<file path="config.mk">
export PLATFORM = sky130hd
export DESIGN_NAME = deadlock_event_logger
export DESIGN_NICKNAME = d
export VERILOG_FILES = /design/src/rtl/deadlock_mon_pkg.sv /design/src/rtl/deadlock_prio_enc.sv /design/src/rtl/deadlock_event_logger.sv
export SDC_FILE = /design/constraint.sdc
export NUM_CORES = 1
export LEC_CHECK = 0
export CORE_UTILIZATION = 58
export DETAILED_ROUTE_END_ITERATION = 12
export PLACE_DENSITY_LB_ADDON = 0.15
export RECOVER_POWER = 100
export SYNTH_ARGS = -nofsm -noshare
export SYNTH_HDL_FRONTEND = slang
export SYNTH_SLANG_ARGS = --single-unit
</file>
<file path="constraint.sdc">
create_clock -name kernel_monitor_clock -period 3.9 [get_ports kernel_monitor_clock]
set_input_delay 1.17 -clock kernel_monitor_clock [delete_from_list [all_inputs] [get_ports kernel_monitor_clock]]
set_output_delay 1.17 -clock kernel_monitor_clock [all_outputs]
set_load 0.02 [all_outputs]
</file>
<file path="src/rtl/deadlock_mon_pkg.sv">
// Shared types and default parameters for the deadlock event logger slice.
package deadlock_mon_pkg;

  localparam int unsigned DL_N_INST = 5;
  localparam int unsigned DL_N_AXIS = 2;
  localparam int unsigned DL_THRESH = 16;
  localparam int unsigned DL_TS_W   = 32;
  localparam int unsigned DL_CNT_W  = 8;
  localparam int unsigned DL_IDX_W  = $clog2(DL_N_INST);

  typedef enum logic [1:0] {
    IDLE   = 2'd0,
    QUAL   = 2'd1,
    REPORT = 2'd2,
    HOLD   = 2'd3
  } dl_state_e;

  // Report payload layout at the default parameter set.
  typedef struct packed {
    logic [DL_TS_W-1:0]   ts;
    logic [DL_N_INST-1:0] inst;
    logic [DL_N_AXIS-1:0] axis;
    logic [DL_IDX_W-1:0]  first_idx;
    logic                 first_vld;
  } dl_report_t;

endpackage

</file>
<file path="src/rtl/deadlock_prio_enc.sv">
// Lowest-set-bit encoder: idx of the lowest asserted bit, vld if any bit is set.
module deadlock_prio_enc #(
  parameter  int unsigned N     = 5,
  localparam int unsigned IDX_W = $clog2(N)
) (
  input  logic [N-1:0]     sigs,
  output logic [IDX_W-1:0] idx,
  output logic             vld
);

  always_comb begin
    idx = '0;
    vld = 1'b0;
    for (int i = 0; i < N; i++) begin
      if (!vld && sigs[i]) begin
        idx = IDX_W'(i);
        vld = 1'b1;
      end
    end
  end

endmodule

</file>
<file path="src/rtl/deadlock_event_logger.sv">
// Debounces kernel_block, captures one snapshot per continuous deadlock and
// presents it on a valid/ready report port with a sticky flag and event count.
module deadlock_event_logger
  import deadlock_mon_pkg::*;
#(
  parameter  int unsigned N_INST = DL_N_INST,
  parameter  int unsigned N_AXIS = DL_N_AXIS,
  parameter  int unsigned THRESH = DL_THRESH,
  parameter  int unsigned TS_W   = DL_TS_W,
  parameter  int unsigned CNT_W  = DL_CNT_W,
  localparam int unsigned IDX_W  = $clog2(N_INST)
) (
  input  logic              kernel_monitor_clock,
  input  logic              kernel_monitor_reset,
  input  logic              kernel_block,
  input  logic [N_INST-1:0] inst_block_sigs,
  input  logic [N_AXIS-1:0] axis_block_sigs,
  input  logic              clear,
  output logic              rpt_valid,
  input  logic              rpt_ready,
  output logic [TS_W-1:0]   rpt_ts,
  output logic [N_INST-1:0] rpt_inst_block,
  output logic [N_AXIS-1:0] rpt_axis_block,
  output logic [IDX_W-1:0]  rpt_first_idx,
  output logic              rpt_first_vld,
  output logic              deadlock,
  output logic [CNT_W-1:0]  event_count
);

  localparam int unsigned Q_W = $clog2(THRESH);

  dl_state_e        state, state_d;
  logic [TS_W-1:0]  ts;
  logic [Q_W-1:0]   qcnt;
  logic [TS_W-1:0]  pend_ts;
  logic [IDX_W-1:0] pend_idx;
  logic             pend_vld;
  logic [IDX_W-1:0] enc_idx;
  logic             enc_vld;
  logic             start_q, adv_q, qualify, handshake;

  deadlock_prio_enc #(.N(N_INST)) u_prio_enc (
    .sigs (inst_block_sigs),
    .idx  (enc_idx),
    .vld  (enc_vld)
  );

  // State register.
  always_ff @(posedge kernel_monitor_clock) begin
    if (kernel_monitor_reset) state <= IDLE;
    else                      state <= state_d;
  end

  // Next-state and datapath strobes.
  always_comb begin
    state_d   = state;
    start_q   = 1'b0;
    adv_q     = 1'b0;
    qualify   = 1'b0;
    handshake = 1'b0;
    case (state)
      IDLE: begin
        if (kernel_block) begin
          state_d = QUAL;
          start_q = 1'b1;
        end
      end
      QUAL: begin
        if (!kernel_block) begin
          state_d = IDLE;
        end else if (qcnt == Q_W'(THRESH - 1)) begin
          state_d = REPORT;
          qualify = 1'b1;
        end else begin
          adv_q = 1'b1;
        end
      end
      REPORT: begin
        if (rpt_valid && rpt_ready) begin
          state_d   = HOLD;
          handshake = 1'b1;
        end
      end
      HOLD: begin
        if (!kernel_block) state_d = IDLE;
      end
      default: state_d = IDLE;
    endcase
  end

  // Timestamp, qualification bookkeeping and report registers.
  always_ff @(posedge kernel_monitor_clock) begin
    if (kernel_monitor_reset) begin
      ts             <= '0;
      qcnt           <= '0;
      pend_ts        <= '0;
      pend_idx       <= '0;
      pend_vld       <= 1'b0;
      rpt_valid      <= 1'b0;
      rpt_ts         <= '0;
      rpt_inst_block <= '0;
      rpt_axis_block <= '0;
      rpt_first_idx  <= '0;
      rpt_first_vld  <= 1'b0;
      deadlock       <= 1'b0;
      event_count    <= '0;
    end else begin
      ts <= ts + TS_W'(1);
      if (start_q) begin
        pend_ts  <= ts;
        pend_idx <= enc_idx;
        pend_vld <= enc_vld;
        qcnt     <= Q_W'(1);
      end
      if (adv_q) qcnt <= qcnt + Q_W'(1);
      if (qualify) begin
        rpt_valid      <= 1'b1;
        rpt_ts         <= pend_ts;
        rpt_first_idx  <= pend_idx;
        rpt_first_vld  <= pend_vld;
        rpt_inst_block <= inst_block_sigs;
        rpt_axis_block <= axis_block_sigs;
        deadlock       <= 1'b1;
        if (event_count != '1) event_count <= event_count + CNT_W'(1);
      end
      if (handshake) rpt_valid <= 1'b0;
      // Clear overrides a coinciding qualification; the report still goes out.
      if (clear) begin
        deadlock    <= 1'b0;
        event_count <= '0;
      end
    end
  end

endmodule

</file>
==> results.toml <==
[critical_path]
r2r-start = "qcnt[0]"
crit_arrival_ns = 3.37
crit_path_end_kind = "register"
rr_worst_depth = 6
start_kind = "input pin"
cp_cell_sequence = "buf_4 > clkbuf_1 > a21oi_1"
path_max_fanout = 57
r2r_end = "rpt_ts[1]"
required_ns = 4.20
crit_slowest_cell = "clkbuf_1"
path_class = "input pin to register"
ff2ff_setup_slack_ns = 1.47
critPathMaxStageDelay_ns = 1.57

[timing]
setup-violations-final = 0
tns_ns = 0
hold_violations = 0
min_period_ns = 3.071
fmax_ghz = 0.3257
drv_slew = 52
timing.final.crit_share_pct = 78.74
rsz0062_at_grt = "no"
fin_worst_skew_ns = 0.009242
relSlewSlack_pct = -41.83
worst_slew_pin_slew_ns = 2.127

[route]
wl_per_cell_um = 14.47
viasPerCell = 5.703
drt_pass1_iterations = 5
routed_wl_um = 11260
route.detailed.drc = 0
drtIter0Drc = 244
num_vias = 4437
ant_nets = 0

[logic_synthesis]
yosysTopAreaCellShare_pct = 51.26
synthArstFlopShare_pct = 0
syn-mean-instance-area_um2 = 8.144
synth_seq_cells = 127
syn-instance-count = 609
synth_common_cells = "nand2_1 (169), dfxtp_1 (127), a21oi_1 (109), clkbuf_1 (26), nor2_1 (24)"
yosys.area.top_type = "dfxtp_1"
yosysWarningCount = 0
synth_most_common_cell = "nand2_1"
synth_nets = 624
synthTopCellsByArea = "dfxtp_1 (51%), nand2_1 (13%), a21oi_1 (11%)"
yosysSeqAreaShare_pct = 51.26
ys.flop_type = "dfxtp_1"
yosys.cell_types.count = 47
synth.cell_area_mm2 = 0.004960
synth_edf_count = 0

[grt]
grt_max_degree = 58
gr-total-overflow = 0
first_global_vias = 4161
grt_antenna_before_repair = 0
grt_usage_pct = 26.88
grt_first_pass_wirelength_um = 18640

[clock_network]
cts-htree-levels = 4
clk_latency_ns = 0.52
cts_tree = "yes"
cts-resized-gates = 0
path_clk_slew_ns = 0.06
cts_root_buf = "clkbuf_8"
post-cts-setup-buffers = 0
hold_buffers = 0
clock_sinks = 127
cts.path.max_buffers = 2
numCtsBuffers = 17

[layout]
finalNetCount = 675
drive_gt1_share_pct = 7.727
area_delta_synth_final_pct = 25.20
antenna_cells = 0

[placed_design]
gp_congestion = 0.8310
port_buffers = 64
dp_hpwl_um = 6773

[power_and_ir_drop]
leakage_nw = 2.158
clkPwrFrac_pct = 53.3
switching_power_uw = 670.8
seq_power_share_pct = 44.1
swShare_pct = 22.51
power.density_mw_per_mm2 = 479.8
peakVddDrop_v = 0.0004174
comb_power_share_pct = 2.6
internal-power_mw = 2.309
total_power_mw = 2.979

[worst_hold_path]
worst_hold_startpoint = "rpt_ts[23]"
worstHoldEndpoint = "rpt_ts[23]"
holdPathStages = 2
min_path_type = "register to register"

[floorplanning]
die_y_um = 94.48
die_w_um = 94.48
dieArea_mm2 = 0.008926
num_rows = 33
initial_utilization_pct = 60.06
core_area_mm2 = 0.008258
io-pin-count = 65

[job]
maxCapViolCount = 1

[status]
failed_checks = "max-capacitance violations, max-slew violations"
status = "finished with violations"
worst max-delay path: cells and delay by family:
kind	cells	cell delay (ns)
compound gates	1	0.12
buf+inv	2	2.03
how the worst max path moves through the flow:
stage,start,end,slack [ns],cells after the start
after floorplan,kernel_block,event_count[7],1.56,5
after global placement,kernel_block,event_count[7],0.90,5
after detailed placement,kernel_block,event_count[6],0.83,5
after CTS,event_count[4],event_count[4],1.11,1
after global routing,kernel_monitor_reset,rpt_ts[5],0.61,3
final,kernel_monitor_reset,rpt_ts[5],0.83,3
stage by stage:
step	area, µm²	cells	utilization (%)	hold WS, ns	setup WS [ns]
6_report	6210	778	75.20	0.4474	0.8293
5_1_grt	6210	778	75.20	0.4668	0.6062
4_1_cts	6225	778	75.38	0.4550	1.109
3_5_place_dp	5628	746	68.15	0.4467	0.8265
3_3_place_gp	5628	746	68.15	0.4379	0.9035
2_1_floorplan	4960	609	-	0.4321	1.561
per-layer routing:
| layer | track usage, % | part of all wire [%] | up-vias |
|---|---|---|---|
| met5 | 0 | 0 | - |
| met4 | 12.37 | 1.9 | 0 |
| met3 | 6.602 | 4.7 | 16 |
| met2 | 45.23 | 50 | 118 |
| met1 | 32.36 | 44 | 2099 |
| li1 | - | - | 2204 |
power by group through the flow:
| stage | Combinational, mW | Clock, mW | Sequential [mW] |
|---|---|---|---|
| 2_1_floorplan | 0.0515 | 0 | 1.34 |
| 3_3_place_gp | 0.0745 | 0 | 1.34 |
| 3_5_place_dp | 0.0767 | 0 | 1.34 |
| 4_1_cts | 0.0778 | 1.60 | 1.31 |
| 5_1_grt | 0.0849 | 1.66 | 1.31 |
| 6_report | 0.0772 | 1.59 | 1.31 |
kinds of logic (layout without fill, tap and decap cells):
kind of cell / Yosys count / count (layout) / synth area share, %
AND/OR/NAND/NOR: 271 / 271 / 25.05
AO/OA/AOI/OAI: 145 / 145 / 15.99
flip-flops: 127 / 127 / 51.26
buffers and inverters: 48 / 112 / 4.213
XOR/XNOR: 13 / 13 / 2.296
adder cells (fa/ha/maj): 3 / 3 / 0.7569
multiplexers: 2 / 2 / 0.4289
area by class of cell:
type / count / area (µm²)
Clock inverter: 15 / 182.7
Sequential cell: 127 / 2542
Inverter: 10 / 37.54
Multi-Input combinational cell: 434 / 2212
Fill cell: 635 / 2048
Tap cell: 105 / 131.4
Timing Repair Buffer: 70 / 689.4
Clock buffer: 17 / 414.1
registers in the layout (all words and copies together), names as in the netlist, named ones only:
register,cells
deadlock,1
pend_idx,3
rpt_first_idx,3
rpt_inst_block,5
rpt_axis_block,2
state,1
pend_ts,32
rpt_valid,1
ts,32
rpt_first_vld,1
rpt_ts,32
pend_vld,1
qcnt,4
event_count,8
layout by cell type, fill, tap and decap left out, drive strengths merged, types with 3 or more instances in the layout:
cell type,n
nor2,24
o21ai,12
nand4,11
dfxtp,127
buf,5
clkinvlp,4
bufinv,3
and4,4
xnor2,8
or4,17
o31ai,13
clkbuf,19
xor2,5
nand3,19
nor3,3
nor4,3
nand2,169
a21oi,109
ha,3
clkdlybuf4s50,9
inv,14
dlygate4sd3,54
or3,8
clkinv,4
or2,4
Note: power is estimated with default switching activity, not from simulation.
